File: config.mk
export PLATFORM = sky130hd
export DESIGN_NAME = search_request_scheduler
export DESIGN_NICKNAME = d
export VERILOG_FILES = /design/src/rtl/search_pkg.sv /design/src/rtl/request_fifo.sv /design/src/rtl/search_request_scheduler.sv
export SDC_FILE = /design/constraint.sdc
export NUM_CORES = 1
export LEC_CHECK = 0
export BUFFER_PORTS_ARGS = -buffer_cell sky130_fd_sc_hd__buf_2
export CAP_MARGIN = 0
export CORE_ASPECT_RATIO = 1.4
export CORE_MARGIN = 4
export CORE_UTILIZATION = 50
export CTS_CLUSTER_SIZE = 40
export DETAILED_ROUTE_END_ITERATION = 10
export PLACE_DENSITY_LB_ADDON = 0.15
export RECOVER_POWER = 50
export SETUP_SLACK_MARGIN = 0.4
export SYNTH_ARGS = -nofsm -noshare
export SYNTH_HDL_FRONTEND = slang
export SYNTH_HIERARCHICAL = 1
export SYNTH_SLANG_ARGS = --single-unit
File: constraint.sdc
create_clock -name clk -period 2.7 [get_ports clk]
set_input_delay 0.54 -clock clk [delete_from_list [all_inputs] [get_ports clk]]
set_output_delay 0.54 -clock clk [all_outputs]
set_load 0.005 [all_outputs]
File: src/rtl/search_pkg.sv
// Shared definitions for the binary searcher and the request scheduler in front of it.
package search_pkg;

    localparam int DATA_W_DEF = 8;
    localparam int ADDR_W_DEF = 5;

    typedef enum logic [1:0] {
        S_IDLE    = 2'd0,
        S_RUN     = 2'd1,
        S_RELEASE = 2'd2
    } state_t;

endpackage

File: src/rtl/request_fifo.sv
// Synchronous request FIFO: registered occupancy, no fall-through, pointers wrap modulo depth.
module request_fifo #(
    parameter int DW    = 8,
    parameter int DEPTH = 4
) (
    input  logic          clk,
    input  logic          reset,
    input  logic          i_push,
    input  logic [DW-1:0] i_data,
    input  logic          i_pop,
    output logic          o_full,
    output logic          o_empty,
    output logic [DW-1:0] o_head
);

    localparam int AW = $clog2(DEPTH);
    localparam logic [AW:0] FULL_CNT = (AW+1)'(DEPTH);

    logic [DW-1:0] r_mem [DEPTH];
    logic [AW-1:0] r_wr_ptr;
    logic [AW-1:0] r_rd_ptr;
    logic [AW:0]   r_count;
    logic          w_do_push;
    logic          w_do_pop;

    assign o_full    = (r_count == FULL_CNT);
    assign o_empty   = (r_count == '0);
    assign o_head    = r_mem[r_rd_ptr];
    assign w_do_push = i_push && !o_full;
    assign w_do_pop  = i_pop && !o_empty;

    always_ff @(posedge clk) begin
        if (reset) begin
            r_wr_ptr <= '0;
            r_rd_ptr <= '0;
            r_count  <= '0;
        end else begin
            if (w_do_push) r_wr_ptr <= r_wr_ptr + AW'(1);
            if (w_do_pop)  r_rd_ptr <= r_rd_ptr + AW'(1);
            case ({w_do_push, w_do_pop})
                2'b10:   r_count <= r_count + (AW+1)'(1);
                2'b01:   r_count <= r_count - (AW+1)'(1);
                default: r_count <= r_count;
            endcase
        end
    end

    // Storage carries data only; validity is tracked by the pointers and count.
    always_ff @(posedge clk) begin
        if (w_do_push) r_mem[r_wr_ptr] <= i_data;
    end

endmodule

File: src/rtl/search_request_scheduler.sv
// Queues search targets, runs them one at a time on the binary searcher and
// presents each result downstream, keeping saturating done/hit counts.
module search_request_scheduler
    import search_pkg::*;
#(
    parameter int DATA_W     = DATA_W_DEF,
    parameter int ADDR_W     = ADDR_W_DEF,
    parameter int FIFO_DEPTH = 4
) (
    input  logic              clk,
    input  logic              reset,
    input  logic              req_valid,
    input  logic [DATA_W-1:0] req_target,
    output logic              req_ready,
    input  logic              srch_ready,
    input  logic              srch_done,
    input  logic              srch_found,
    input  logic [ADDR_W-1:0] srch_index,
    output logic              srch_start,
    output logic [DATA_W-1:0] srch_target,
    output logic              res_valid,
    input  logic              res_ready,
    output logic [DATA_W-1:0] res_target,
    output logic              res_found,
    output logic [ADDR_W-1:0] res_index,
    output logic [7:0]        cnt_done,
    output logic [7:0]        cnt_hit
);

    function automatic logic [7:0] sat_inc(input logic [7:0] v);
        return (v == 8'hFF) ? v : v + 8'd1;
    endfunction

    state_t            r_state;
    logic [DATA_W-1:0] r_srch_target;
    logic              r_res_valid;
    logic [DATA_W-1:0] r_res_target;
    logic              r_res_found;
    logic [ADDR_W-1:0] r_res_index;
    logic [7:0]        r_cnt_done;
    logic [7:0]        r_cnt_hit;

    logic              w_full;
    logic              w_empty;
    logic [DATA_W-1:0] w_head;
    logic              w_issue;
    logic              w_capture;

    request_fifo #(
        .DW    (DATA_W),
        .DEPTH (FIFO_DEPTH)
    ) u_fifo (
        .clk     (clk),
        .reset   (reset),
        .i_push  (req_valid),
        .i_data  (req_target),
        .i_pop   (w_issue),
        .o_full  (w_full),
        .o_empty (w_empty),
        .o_head  (w_head)
    );

    assign w_issue   = (r_state == S_IDLE) && !w_empty && srch_ready;
    // A finished search is only taken when the result slot is free or draining this cycle.
    assign w_capture = (r_state == S_RUN) && srch_done && (!r_res_valid || res_ready);

    always_ff @(posedge clk) begin
        if (reset) begin
            r_state       <= S_IDLE;
            r_srch_target <= '0;
            r_res_valid   <= 1'b0;
            r_res_target  <= '0;
            r_res_found   <= 1'b0;
            r_res_index   <= '0;
            r_cnt_done    <= '0;
            r_cnt_hit     <= '0;
        end else begin
            if (r_res_valid && res_ready) r_res_valid <= 1'b0;
            case (r_state)
                S_IDLE: begin
                    if (w_issue) begin
                        r_srch_target <= w_head;
                        r_state       <= S_RUN;
                    end
                end
                S_RUN: begin
                    if (w_capture) begin
                        r_res_valid  <= 1'b1;
                        r_res_target <= r_srch_target;
                        r_res_found  <= srch_found;
                        r_res_index  <= srch_found ? srch_index : '0;
                        r_cnt_done   <= sat_inc(r_cnt_done);
                        if (srch_found) r_cnt_hit <= sat_inc(r_cnt_hit);
                        r_state      <= S_RELEASE;
                    end
                end
                S_RELEASE: begin
                    if (srch_ready) r_state <= S_IDLE;
                end
                default: r_state <= S_IDLE;
            endcase
        end
    end

    assign req_ready   = !w_full;
    assign srch_start  = (r_state == S_RUN);
    assign srch_target = r_srch_target;
    assign res_valid   = r_res_valid;
    assign res_target  = r_res_target;
    assign res_found   = r_res_found;
    assign res_index   = r_res_index;
    assign cnt_done    = r_cnt_done;
    assign cnt_hit     = r_cnt_hit;

endmodule

==> impl_results.md <==
* Fin crit share at 0.8297
* Starting DRT DRC Count at 137
* Die height at 104.8 um
* Leak at 1.377 nW
* Hold_buf cts at 0
* Worst-skew pair later-pin latency at 340 ps
* Total GRT Usage at 0.1612
* Fin. Hold Viols at 0
* Pwr/cell area at 683.1 nW/um2
* Share of layout cells above drive strength 1 at 0.2060
* Fmax at 446.4 MHz
* # IOs at 61
* Worst path required time at 2960 ps
* Clock Tree Buf Depth at 2
* Worst-path clk slew at 80 ps
* Layout Cells excl Fill at 443
* Core Region at 6569 um2
* CP most frequent cell: inv_1
* First-pass GRT wire length at 10,320 um
* Number of global-route vias before repair at 2,166
* Drt total wl at 6290 um
* Final setup violation count at 0
* Clk sink count at 82
* Drt first pass iters at 4
* Critical path class: reg -> reg
* Largest cells by area after synthesis: dfxtp_1, edfxtp_1, a21oi_1
* Via-per-instance ratio at 5.350
* Max Cap Viol at 0
* Gpl congestion at 0.7982
* RSZ-0062 raised after global routing: false
* Slew @ Worst Pin at 1201 ps
* DR WL/cell at 14.20 um
* Final Critical Period at 2240 ps
* YS warnings at 6
* Crit path DAT at 2500 ps
* Async SR Flop Fraction at 0
* Setup TNS at 0 ps
* Crit path from: u_fifo/r_count[2]
* EDFF count, synth at 32
* Die Wd at 77.18 um
* Relative slew margins at 0.1990
* Post-synth top area share at 0.2988
* Antenna violations before repair at 0
* ANT cells at 0
* Slowest CP cell: dfxtp_1
* Crit Path Max Fanout at 6
* Synth unique cells at 47
* # H-tree levels at 3
* Flop2flop setup slack at 460 ps
* Ys flop type: dfxtp_1
* Cts bufs inserted at 9
* Status: finished clean
* P&R area growth vs syn at 15.43%
* Placed cell count at 427
* Worst Hold Class: reg -> reg
* Fin nets at 392
* CP cell instances: nor3b_2 -> nor2_1 -> inv_1 -> ha_2 -> inv_1 -> fa_1 -> xor2_1 -> or3_1 -> a21oi_1
* CTS tree: done
* Clock skew at 9.613 ps
* Root Driver: clkbuf_8
* Worst min-delay path startpoint: res_index[1]
* Area leader, netlist: dfxtp_1
* Site row count at 35
* Peak supply drop at 0.5072 mV
* Synth Cell Area at 3349 um2
* Vias at 2,370
* Post-CTS setup buffers at 0
* Seq/Total Area, Yosys at 0.5857
* Post-Syn Instances at 302
* Critical Path Sink Type: flip-flop
* CP peak stage delay at 420 ps
* Remaining antenna violation count at 0
* Die Footprint at 8091 um2
* Pin count of the biggest net entering global routing at 29
* Yosys reg bits at 82
* Startpoint Class: flip-flop
* Drc violations at 0
* Reg2reg start: u_fifo/r_count[2]
* Syn_nets at 330
* Initial Util at 0.5099
* PortBufs at 60
* Final Max Tran Viols at 0
* Detail Placement HPWL at 4467 um
* GR Overflow Total at 0
* Average cell area after synthesis at 11.09 um2
-- worst max-delay path, delay by kind of cell, from the launching register on --
family | cells | cell delay, ps
and+or+nand+nor | 3 | 750
AOI/OAI and AO/OA | 1 | 140
buffers and inverters | 2 | 140
adders and majority gates | 2 | 540
DFF | 1 | 420
xor gates and xnor gates | 1 | 150
-- sequential cells by signal (all words and copies together) (netlist names), named ones only --
register         flops
r_state              2
res_index            5
cnt_hit              8
res_valid            1
u_fifo/r_count       3
u_fifo/r_mem        32
u_fifo/r_wr_ptr      2
srch_target          8
cnt_done             8
res_target           8
u_fifo/r_rd_ptr      2
res_found            1
-- cell type report --
cell class	count	area [um2]
sequential	82	1969
fill	591	2703
timing repair buffer	63	292.8
tap	74	92.59
multi-input combinational	196	1299
clock inverter	5	31.28
inverter	12	50.05
clock buffer	11	131.4
-- metrics by stage --
step | setup WS, ps | util | cell area [um2] | hold WS, ps | total power [mW]
3_5_place_dp | 261.3 | 0.5669 | 3724 | 442.2 | 1.927
4_1_cts | 426.7 | 0.5920 | 3889 | 394.0 | 2.673
3_3_place_gp | 307.7 | 0.5669 | 3724 | 436.3 | 1.917
2_1_floorplan | 408.9 | - | 3357 | 443.9 | 1.774
6_report | 459.8 | 0.5886 | 3866 | 450.0 | 2.641
5_1_grt | 295.4 | 0.5886 | 3866 | 459.7 | 2.790
-- what timing repair did --
item                       4_1_cts  5_1_grt
gates resized for setup          2        6
gates cloned                     0        0
setup endpoints to repair        1        1
-- cell families (layout without fill, tap and decap cells) --
logic type	Yosys count	in the layout	synth area share
and+or+nand+nor	116	116	0.1827
DFF	82	82	0.5857
buffers and inverters	24	91	0.02801
AOI/OAI and AO/OA	57	57	0.09787
adders and majority gates	8	8	0.03212
xor gates and xnor gates	4	4	0.01046
muxes	11	11	0.06313
-- cells in the mapped netlist (4+ instances only) --
cell	number
ha_1	7
o21ai_0	5
dfxtp_1	50
xor2_1	4
edfxtp_1	32
a21oi_1	39
or3_1	5
nor2_1	15
inv_1	11
clkbuf_1	6
o31ai_1	6
and2_1	7
nand3_1	10
nand2_1	46
or4_1	7
mux4_2	8
nand4_1	4
-- worst paths after layout --
kind | to | cells past startpoint
setup reg to reg | u_fifo/r_count[2] | 9
hold / removal | res_index[1] | 2
setup / recovery | u_fifo/r_count[2] | 9
hold reg to reg | res_index[1] | 2
-- metal layers --
layer / track usage / part of all wire / vias up
met5: 0 / 0 / -
met4: 0.05725 / 0.0091 / 0
met3: 0.04483 / 0.053 / 5
met2: 0.2621 / 0.49 / 52
met1: 0.2052 / 0.45 / 1096
li1: - / - / 1217
-- where the power goes --
group	internal (mW)	switching, mW
registers	1.39	0.0867
clock network	0.332	0.413
logic	0.185	0.238
total	1.90	0.738
-- placed cells by master, fill, tap and decap left out, drive strengths merged, types with 2 or more instances in the layout --
cell | synthesis | final
nor4 | 2 | 2
and2 | 7 | 7
or3 | 5 | 5
a21oi | 39 | 39
nand4 | 4 | 4
nand3 | 11 | 11
or4 | 7 | 7
mux2i | 2 | 2
o21ai | 5 | 5
nor2b | 3 | 3
ha | 7 | 7
inv | 11 | 11
o31ai | 7 | 7
xor2 | 4 | 4
nor3 | 3 | 3
clkinv | 1 | 6
mux4 | 8 | 8
buf | 6 | 41
o41ai | 2 | 2
nand2 | 47 | 47
nand2b | 3 | 3
dfxtp | 50 | 50
clkbuf | 6 | 33
nor2 | 16 | 16
edfxtp | 32 | 32
Note: power is estimated with default switching activity, not from simulation.
